**src/rtl/lfsr_gen.sv**
```systemverilog
// Parametrised LFSR generator (Fibonacci or Galois) with seed load, zero-seed
// protection and measurement of the sequence period back to the active seed.
module lfsr_gen #(
  parameter int               WIDTH  = 4,
  parameter logic [WIDTH-1:0] TAPS   = 4'b1100,
  parameter logic [WIDTH-1:0] SEED   = 4'b0001,
  parameter bit               GALOIS = 1'b0
) (
  input  logic             clk,
  input  logic             reset,
  input  logic             en_i,
  input  logic             load_i,
  input  logic [WIDTH-1:0] seed_i,
  output logic [WIDTH-1:0] lfsr_o,
  output logic             bit_o,
  output logic             wrap_o,
  output logic [WIDTH-1:0] period_o,
  output logic             period_vld_o,
  output logic             lockup_o
);

  localparam logic [WIDTH-1:0] CNT_MAX = '1;

  logic [WIDTH-1:0] lfsr_q, lfsr_d;
  logic [WIDTH-1:0] seed_ref_q, seed_ref_d;
  logic [WIDTH-1:0] cnt_q, cnt_d;
  logic [WIDTH-1:0] period_q, period_d;
  logic             vld_q, vld_d;
  logic             wrap_q, wrap_d;
  logic             lockup_q, lockup_d;
  logic [WIDTH-1:0] step_d;

  always_comb begin
    step_d = '0;
    if (GALOIS) begin
      step_d = (lfsr_q >> 1) ^ (lfsr_q[0] ? TAPS : '0);
    end else begin
      step_d = {lfsr_q[WIDTH-2:0], ^(lfsr_q & TAPS)};
    end
  end

  always_comb begin
    lfsr_d     = lfsr_q;
    seed_ref_d = seed_ref_q;
    cnt_d      = cnt_q;
    period_d   = period_q;
    vld_d      = vld_q;
    wrap_d     = 1'b0;
    lockup_d   = 1'b0;
    if (load_i) begin
      // A zero seed would lock the register up, so fall back to the default.
      if (seed_i != '0) begin
        lfsr_d     = seed_i;
        seed_ref_d = seed_i;
      end else begin
        lfsr_d     = SEED;
        seed_ref_d = SEED;
        lockup_d   = 1'b1;
      end
      cnt_d    = '0;
      period_d = '0;
      vld_d    = 1'b0;
    end else if (en_i) begin
      lfsr_d = step_d;
      if (step_d == seed_ref_q) begin
        wrap_d   = 1'b1;
        period_d = (cnt_q == CNT_MAX) ? CNT_MAX : cnt_q + WIDTH'(1);
        vld_d    = 1'b1;
        cnt_d    = '0;
      end else if (cnt_q != CNT_MAX) begin
        cnt_d = cnt_q + WIDTH'(1);
      end
    end
  end

  always_ff @(posedge clk) begin
    if (!reset) begin
      lfsr_q     <= SEED;
      seed_ref_q <= SEED;
      cnt_q      <= '0;
      period_q   <= '0;
      vld_q      <= 1'b0;
      wrap_q     <= 1'b0;
      lockup_q   <= 1'b0;
    end else begin
      lfsr_q     <= lfsr_d;
      seed_ref_q <= seed_ref_d;
      cnt_q      <= cnt_d;
      period_q   <= period_d;
      vld_q      <= vld_d;
      wrap_q     <= wrap_d;
      lockup_q   <= lockup_d;
    end
  end

  assign lfsr_o       = lfsr_q;
  assign bit_o        = lfsr_q[0];
  assign wrap_o       = wrap_q;
  assign period_o     = period_q;
  assign period_vld_o = vld_q;
  assign lockup_o     = lockup_q;

endmodule

```
**config.mk**
```make
export PLATFORM = sky130hd
export DESIGN_NAME = lfsr_gen
export DESIGN_NICKNAME = d
export VERILOG_FILES = /design/src/rtl/lfsr_gen.sv
export SDC_FILE = /design/constraint.sdc
export NUM_CORES = 1
export LEC_CHECK = 0
export BUFFER_PORTS_ARGS = -buffer_cell sky130_fd_sc_hd__clkbuf_2
export CAP_MARGIN = 20
export CORE_AREA = 4 4 52 54
export CTS_BUF_LIST = sky130_fd_sc_hd__clkbuf_4 sky130_fd_sc_hd__clkbuf_8
export DETAILED_ROUTE_END_ITERATION = 10
export DIE_AREA = 0 0 56 58
export PLACE_DENSITY = 0.74
export SLEW_MARGIN = 15
export SYNTH_ARGS = -nofsm -noshare
export SYNTH_HDL_FRONTEND = slang
export SYNTH_SLANG_ARGS = --single-unit
```
**constraint.sdc**
```tcl
create_clock -name clk -period 1.6 [get_ports clk]
set_clock_uncertainty 0.15 [all_clocks]
set_input_delay 0.16 -clock clk [delete_from_list [all_inputs] [get_ports clk]]
set_output_delay 0.16 -clock clk [all_outputs]
set_load 0.02 [all_outputs]
```
### Word-level counts from Yosys, hierarchy flattened

Index checks and enable logic that the tools add are counted.

* reductions and logical operators: 9
* muxes and demuxes: 8
* $add $sub $neg: 1
* bitwise operators: 2
* eq/ne operators: 3

Operators with widths (number)
* 4-bit 2-to-1 mux: 6
* 2-bit AND reduction: 3
* 4-bit by 1-bit adder with 4-bit output (second input constant): 1
* 4-bit equality test: 1
* 4-bit equality test (second input constant): 1
* 4-bit != test (second input constant): 1
* 2-bit nonzero test: 2
* 4-bit nonzero test: 1
* 4-bit parity: 1
* 3-bit OR reduction: 1
* 1-bit 2-to-1 mux: 2
* 1-bit inverter: 2
* 2-bit OR reduction: 1

* output and inout bits: 12
* register bits: 19
* bits of input ports: 8

### Longest topological paths before layout

Gate-level depths: netlist (run 1).

* word-level depth: 4
* depth in mapped cells: 5

### Worst setup path after synthesis (run 1)

No wires, ideal clock.

* path type: reg2reg
* from: register lfsr_q[3] (netlist: lfsr_o[3])
* to: register period_q[2] (netlist: period_o[2])
* stages on the path, launching flop included: 5
* path buffers: 0
* data arrival time: 1.407 ns
* period minus slack after synthesis: 1.687 ns
* slack: -0.087 ns
* data required time: 1.320 ns
* cell sequence: dfxtp_1 -> xnor2_2 -> mux2_4 -> o311ai_1 -> o31ai_1

* cells in the longest elaborated chain, start to end: 3

Ends and longest elaborated chain
* from (decl): RTL line 24 `logic [WIDTH-1:0] lfsr_q, lfsr_d;`
* from (signal assigned): RTL line 86 `lfsr_q <= lfsr_d;`
* 4-bit parity: RTL line 38 `step_d = {lfsr_q[WIDTH-2:0], ^(lfsr_q & TAPS)};`
* 4-bit equality test: RTL line 65 `if (step_d == seed_ref_q) begin`
* 2-bit AND reduction (no line)
* to (signal assigned): RTL line 89 `period_q <= period_d;`
* to (decl): RTL line 27 `logic [WIDTH-1:0] period_q, period_d;`

Every way passes these cells.
A chain may end at the register's enable or synchronous reset.

### Worst setup path after layout (run 1)

* from: register seed_ref_q[0]
* to: register period_q[3] (netlist: period_o[3])

* cells in the longest elaborated chain, start to end: 2

Ends and longest elaborated chain
* from (decl): RTL line 25 `logic [WIDTH-1:0] seed_ref_q, seed_ref_d;`
* from (signal assigned): RTL line 87 `seed_ref_q <= seed_ref_d;`
* 4-bit equality test: RTL line 65
* 2-bit AND reduction (no line)

Every way passes these cells.

==> flow_metrics.py, run 1 <==
metrics = {
    "route": {
        "drt_wl_total_mm": 2.22,
        "wl_per_cell_um": 14.0,
        "vias_per_cell": 5.39,
        "drtIter0Drc": 4,
        "dr.pass1.iters": 4,
        "drc": 0,
        "ant_nets": 0,
        "num_vias": 852,
    },
    "floorplanning": {
        "core_area_um2": 2210,
        "start_util_pct": 43.3,
        "ioPinCount": 20,
        "die_h_um": 58,
        "fp.dieW_um": 56,
        "die_area_um2": 3250,
        "fp-row-count": 17,
    },
    "worst_setup_path": {
        "rrSetupSlack_ns": 0.05,
        "cp_max_fo": 3,
        "arrival_ns": 1.60,
        "worstSetupPathType": "flip-flop to flip-flop",
        "crit_path_end_kind": "flip-flop",
        "reg2reg_from": "seed_ref_q[0]",
        "timing.rr.end": "period_o[3]",
        "crit_path_end": "period_o[3]",
        "worstSetupStartpoint": "seed_ref_q[0]",
        "rr_worst_depth": 4,
        "startpoint_type": "flip-flop",
        "required_ns": 1.64,
    },
    "clock_network": {
        "cts_buffers": 3,
        "path_clk_slew_ns": 0.12,
        "ctsRootBufferMaster": "clkbuf_4",
        "clkSinkCount": 19,
        "cts_tree": "yes",
        "clock_latency_ns": 0.30,
        "cts_max_level": 1,
        "cts_max_path_buffers": 2,
    },
    "sta": {
        "rsz0062_at_grt": "yes",
        "final_hold_viol_count": 0,
        "fin_tns_setup_ns": 0,
        "fmaxAchievable_ghz": 0.643,
        "final.min_clock_period_ns": 1.55,
        "setup_viol": 0,
        "slew_headroom_pct": 80.3,
        "slew_viol_final": 0,
        "worst_hold_slack_ns": 0.0139,
        "tightest_slew_ns": 0.295,
        "finalCritPeriodShare_pct": 97.1,
    },
    "run": {
        "cap_viol_max_count": 0,
    },
    "finish": {
        "post_route_cells_drive_above_1_share_pct": 31.5,
        "fin_util_pct": 54.6,
        "diodes": 0,
        "area_delta_synth_final_pct": 26.0,
        "fin_cells": 158,
        "num-nets-final": 140,
    },
    "logic_synthesis": {
        "syn_avg_cell_area_um2": 9.40,
        "syn_inst": 102,
        "synth-main-ff-cell": "dfxtp_1",
        "ys_warn_count": 0,
        "synth_area_um2": 958,
        "synthArstFlopShare_pct": 0,
        "synth_cell_types": 37,
        "syn_nets": 111,
        "synth_edf_count": 0,
        "ys_seq_elements": 19,
        "synth.yosys.seq_area_share_pct": 39.7,
    },
    "power": {
        "ir_worst_vdd_mv": 0.758,
        "intPower_uw": 674,
        "switching_share_pct": 28.9,
        "p_per_area_nw_per_um2": 785,
        "leakagePower_nw": 0.514,
        "finalPower_uw": 948,
        "p_switching_uw": 274,
        "p_seq_share_pct": 53.5,
        "power_frac_clock_pct": 25.7,
        "comb_power_share_pct": 20.8,
    },
    "global_routing": {
        "grt_first_pass_wirelength_mm": 3.90,
        "antenna_found_initial": 0,
        "grt_util_all_layers_pct": 14.8,
        "grt_max_degree": 12,
        "grt_pass1_vias": 936,
        "globalRoute.totalOverflow": 0,
    },
    "min_path": {
        "hp-class": "input port to flip-flop",
        "hp-start": "reset",
    },
    "placement": {
        "port_buffers": 19,
        "dp_hpwl_mm": 1.66,
        "dp_cells": 147,
        "gp_congestion": 0.775,
    },
    "run_status": {
        "status": "finished, final reports clean",
    },
}
-- registers in the layout (all words and copies together) (netlist names) --
name	count
lockup_o	1
cnt_q	4
seed_ref_q	4
period_o	4
wrap_o	1
period_vld_o	1
lfsr_o	4
-- metrics by stage --
| stage | cell area, um^2 | setup WS (ns) |
|---|---|---|
| CTS | 1170 | 0.0300 |
| finish | 1210 | 0.0459 |
| global placement | 1090 | 0.0429 |
| floorplan | 971 | 0.0153 |
| detailed placement | 1090 | 0.0191 |
| global route | 1210 | -0.00305 |
-- placed cells by master (no fill, tap or decap), types with 2 or more instances in the layout --
master / count
and2_1: 3
o311ai_1: 3
nor3_1: 2
dfxtp_1: 17
dlygate4sd3_1: 6
nor2_1: 4
mux2i_1: 7
a211oi_1: 2
nand4_1: 2
nor2b_1: 2
a31oi_1: 3
buf_4: 5
nand3_1: 3
nand2_1: 12
nand2b_1: 3
clkbuf_4: 3
a21boi_1: 2
o31ai_1: 2
o21ai_1: 3
clkbuf_2: 19
xor2_1: 3
dfxtp_2: 2
a21oi_1: 3
-- kinds of logic (layout without fill, tap and decap cells) --
| family | Yosys count | in the layout | share of synthesized area (%) |
|---|---|---|---|
| simple gates | 38 | 38 | 21.5 |
| compound gates | 23 | 23 | 16.7 |
| flops | 19 | 19 | 39.7 |
| mux | 9 | 9 | 11.2 |
| buf+inv | 8 | 36 | 5.09 |
| xor+xnor | 4 | 4 | 4.44 |
| fa+ha+maj | 1 | 1 | 1.31 |
-- cells in the mapped netlist, types with 3 or more instances --
cell type / number / share of area [%]
nand3_1: 3 / 1.6
o21ai_1: 3 / 1.6
buf_4: 5 / 3.9
mux2i_1: 7 / 7.3
dfxtp_1: 19 / 40
nor2_1: 5 / 2.0
xor2_1: 3 / 2.7
o311ai_1: 3 / 2.7
nand2b_1: 3 / 2.0
a31oi_1: 3 / 2.0
and2_1: 3 / 2.0
a21oi_1: 3 / 1.6
nand2_1: 12 / 4.7
-- routing by layer --
| metal | track usage (%) | vias to the layer above | wire [um] |
|---|---|---|---|
| met2 | 27.4 | 19 | 1170 |
| met1 | 15.8 | 406 | 931 |
| li1 | - | 423 | - |
| met4 | 4.75 | 0 | 26 |
| met5 | 0 | - | 0 |
| met3 | 5.12 | 4 | 89 |
-- final cells by class --
cell class | count | area (um^2)
Sequential cell | 19 | 383
Timing Repair Buffer | 30 | 193
Tap cell | 28 | 35.0
Clock inverter | 1 | 5.00
Clock buffer | 3 | 22.5
Inverter | 2 | 7.51
Fill cell | 220 | 1000
Multi-Input combinational cell | 75 | 562
-- timing repair --
item,CTS,global route
hold buffers,5,2
setup buffers,0,1
gates resized for setup,0,5
hold endpoints to repair,5,1
setup endpoints to repair,0,5
-- power by group through the flow --
stage	registers (mW)	logic (mW)	clock network, mW
2_1_floorplan	0.528	0.117	0
3_3_place_gp	0.516	0.173	0
3_5_place_dp	0.517	0.178	0
4_1_cts	0.507	0.186	0.257
5_1_grt	0.512	0.213	0.279
6_report	0.508	0.197	0.244
-- worst min path at each step --
stage,to,cells after the start,slack [ns]
2_1_floorplan,lockup_o,1,0.09
4_1_cts,lfsr_o[0],2,0.0002
5_1_grt,lfsr_o[0],2,0.008
3_3_place_gp,lockup_o,2,0.21
6_report,lfsr_o[0],2,0.01
3_5_place_dp,lockup_o,2,0.23
-- worst max-delay path: stages, from the launching register on --
cell      delay, ns
dfxtp_2        0.36
xnor2_4        0.21
mux2_4         0.35
o311ai_1       0.27
o31ai_1        0.11
Note: power is estimated with default switching activity, not from simulation.
==> run 2, diff against run 1 <==
--- a/config.mk
+++ b/config.mk
@@ -7,11 +7,11 @@
 export LEC_CHECK = 0
 export BUFFER_PORTS_ARGS = -buffer_cell sky130_fd_sc_hd__clkbuf_2
 export CAP_MARGIN = 20
-export CORE_AREA = 4 4 52 54
+export CORE_AREA = 4 4 62 64
 export CTS_BUF_LIST = sky130_fd_sc_hd__clkbuf_4 sky130_fd_sc_hd__clkbuf_8
 export DETAILED_ROUTE_END_ITERATION = 10
-export DIE_AREA = 0 0 56 58
-export PLACE_DENSITY = 0.74
+export DIE_AREA = 0 0 66 68
+export PLACE_DENSITY = 0.56
 export SLEW_MARGIN = 15
 export SYNTH_ARGS = -nofsm -noshare
 export SYNTH_HDL_FRONTEND = slang
==> run 2 against run 1 <==
  * Global-route usage down 4.7 points
  * Routed wire length decreased by 2.4%
  * Setup slack got worse by 0.012 ns
  * Sequential cell count did not move
  * Power grew 1.1%
  * Combinational power rose by 2%
  * Clock power up 3%
  * Critical path depth unchanged
  * Sequential share of layout area shrank 0.69 points
  * Critical path type unchanged
  * Largest power group unchanged
  * Highest routed layer is now met3
==> flow_metrics.py, run 2 (same netlist as run 1, synthesis figures left out) <==
metrics = {
    "route": {
        "dr.pass1.iters": 4,
        "drtIter0Drc": 55,
        "drt_wl_total_mm": 2.16,
        "wl_per_cell_um": 12.4,
        "vias_per_cell": 4.66,
        "num_vias": 810,
        "drc": 0,
        "ant_nets": 0,
    },
    "finish": {
        "layout_commonest_cell": "clkbuf_2",
        "post_route_cells_drive_above_1_share_pct": 35.9,
        "diodes": 0,
        "fin_util_pct": 37.9,
        "area_delta_synth_final_pct": 30.0,
        "most-common-layout-cells": "19 x clkbuf_2, 16 x dfxtp_1, 12 x nand2_1",
        "num-nets-final": 138,
    },
    "sta": {
        "rsz0062_at_grt": "yes",
        "final.min_clock_period_ns": 1.57,
        "fin_tns_setup_ns": 0,
        "worst_hold_slack_ns": 0.00198,
        "tightest_slew_ns": 0.543,
        "slew_headroom_pct": 63.7,
        "slew_viol_final": 0,
        "setup_ws_ns": 0.0335,
        "final_hold_viol_count": 0,
        "finalCritPeriodShare_pct": 97.9,
        "fmaxAchievable_ghz": 0.638,
        "setup_viol": 0,
    },
    "power": {
        "power_frac_clock_pct": 26.1,
        "finalPower_uw": 959,
        "p_seq_share_pct": 52.8,
        "ir_worst_vdd_mv": 0.443,
        "switching_share_pct": 27.8,
        "intPower_uw": 693,
        "comb_power_share_pct": 21.0,
        "leakagePower_nw": 0.510,
        "p_switching_uw": 266,
        "p_per_area_nw_per_um2": 769,
    },
    "worst_setup_path": {
        "worstSetupPathType": "flip-flop to flip-flop",
        "startpoint_type": "flip-flop",
        "crit_path_end_kind": "flip-flop",
        "required_ns": 1.66,
        "cp_cell_sequence": "xnor2_4 -> mux2i_4 -> nand3_2 -> o31ai_1",
        "crit_slowest_cell": "dfxtp_4",
        "arrival_ns": 1.62,
        "max_stage_delay_ns": 0.38,
        "cp_max_fo": 5,
    },
    "placement": {
        "dp_hpwl_mm": 1.67,
        "gp_congestion": 0.806,
        "port_buffers": 19,
        "place_ws_ns": -0.000656,
    },
    "floorplanning": {
        "die_area_um2": 4490,
        "fp.dieW_um": 66,
        "core_area_um2": 3280,
        "fp-row-count": 21,
        "die_h_um": 68,
        "start_util_pct": 29.2,
        "ioPinCount": 20,
    },
    "clock_network": {
        "clkSinkCount": 19,
        "cts_buffers": 3,
        "clock_latency_ns": 0.29,
        "cts_max_path_buffers": 2,
        "cts_max_level": 1,
        "cts_tree": "yes",
        "path_clk_slew_ns": 0.10,
        "ctsRootBufferMaster": "clkbuf_4",
    },
    "global_routing": {
        "grt_pass1_vias": 824,
        "grt_max_degree": 12,
        "globalRoute.totalOverflow": 0,
        "grt_util_all_layers_pct": 10.1,
        "grt_first_pass_wirelength_mm": 3.48,
        "antenna_found_initial": 0,
    },
    "min_path": {
        "hp-class": "input port to flip-flop",
    },
    "run": {
        "cap_viol_max_count": 0,
    },
    "run_status": {
        "status": "finished, final reports clean",
    },
}
run 2: cell types whose count changed in the layout (fill, tap and decap cells not counted), sizes merged:
cell and delta:
clkbuf +1, buf +1, clkinv -1, dlygate4sd3 -3
run 2: area by class of cell:
| cell class | count | area, um^2 |
|---|---|---|
| clock buffer | 4 | 30.0 |
| multi-input combinational | 75 | 594 |
| tap | 46 | 57.6 |
| timing repair buffer | 28 | 170 |
| fill | 343 | 2040 |
| inverter | 2 | 7.51 |
| sequential | 19 | 387 |
run 2: metal layers:
layer	track usage, %	wire [um]	up-vias	share of wire, %
li1	-	-	421	-
met1	11.4	928	365	43
met2	18.5	1100	24	51
met3	3.94	132	0	6.1
met4	1.52	0	0	0
met5	0	0	-	0
run 2: worst max-delay path, delay by kind of cell, from the launching register on:
family | cells | cell delay (ns)
AO/OA/AOI/OAI | 1 | 0.25
XOR/XNOR | 1 | 0.21
flip-flops | 1 | 0.38
multiplexers | 1 | 0.34
AND/OR/NAND/NOR | 1 | 0.15
run 2: final timing paths:
path                  from            end  slack [ns]  depth (start not counted)
max          seed_ref_q[0]    period_o[3]        0.03                          4
min                  reset  seed_ref_q[0]       0.002                          2
max reg2reg  seed_ref_q[0]    period_o[3]        0.03                          4
min reg2reg  seed_ref_q[3]  seed_ref_q[3]        0.34                          2
run 2: timing repair:
| item | CTS | global route |
|---|---|---|
| hold endpoints to repair | 3 | 1 |
| buffers inserted | 0 | 2 |
| pin swaps | 0 | 6 |
| endpoints found under the setup margin | 2 | 7 |
| hold buffers | 3 | 1 |
| gates resized for setup | 1 | 10 |
| gates cloned | 0 | 0 |
run 2: power groups by stage:
stage | sequential, mW | combinational (mW) | clock [mW]
6_report | 0.507 | 0.201 | 0.251
5_1_grt | 0.510 | 0.221 | 0.284
4_1_cts | 0.507 | 0.178 | 0.261
3_5_place_dp | 0.518 | 0.174 | 0
3_3_place_gp | 0.517 | 0.172 | 0
2_1_floorplan | 0.528 | 0.117 | 0
run 2: per-stage QoR:
step	instance area [um^2]	std cells
6_report	1250	174
5_1_grt	1250	174
4_1_cts	1170	172
3_5_place_dp	1110	165
3_3_place_gp	1110	165
2_1_floorplan	971	102
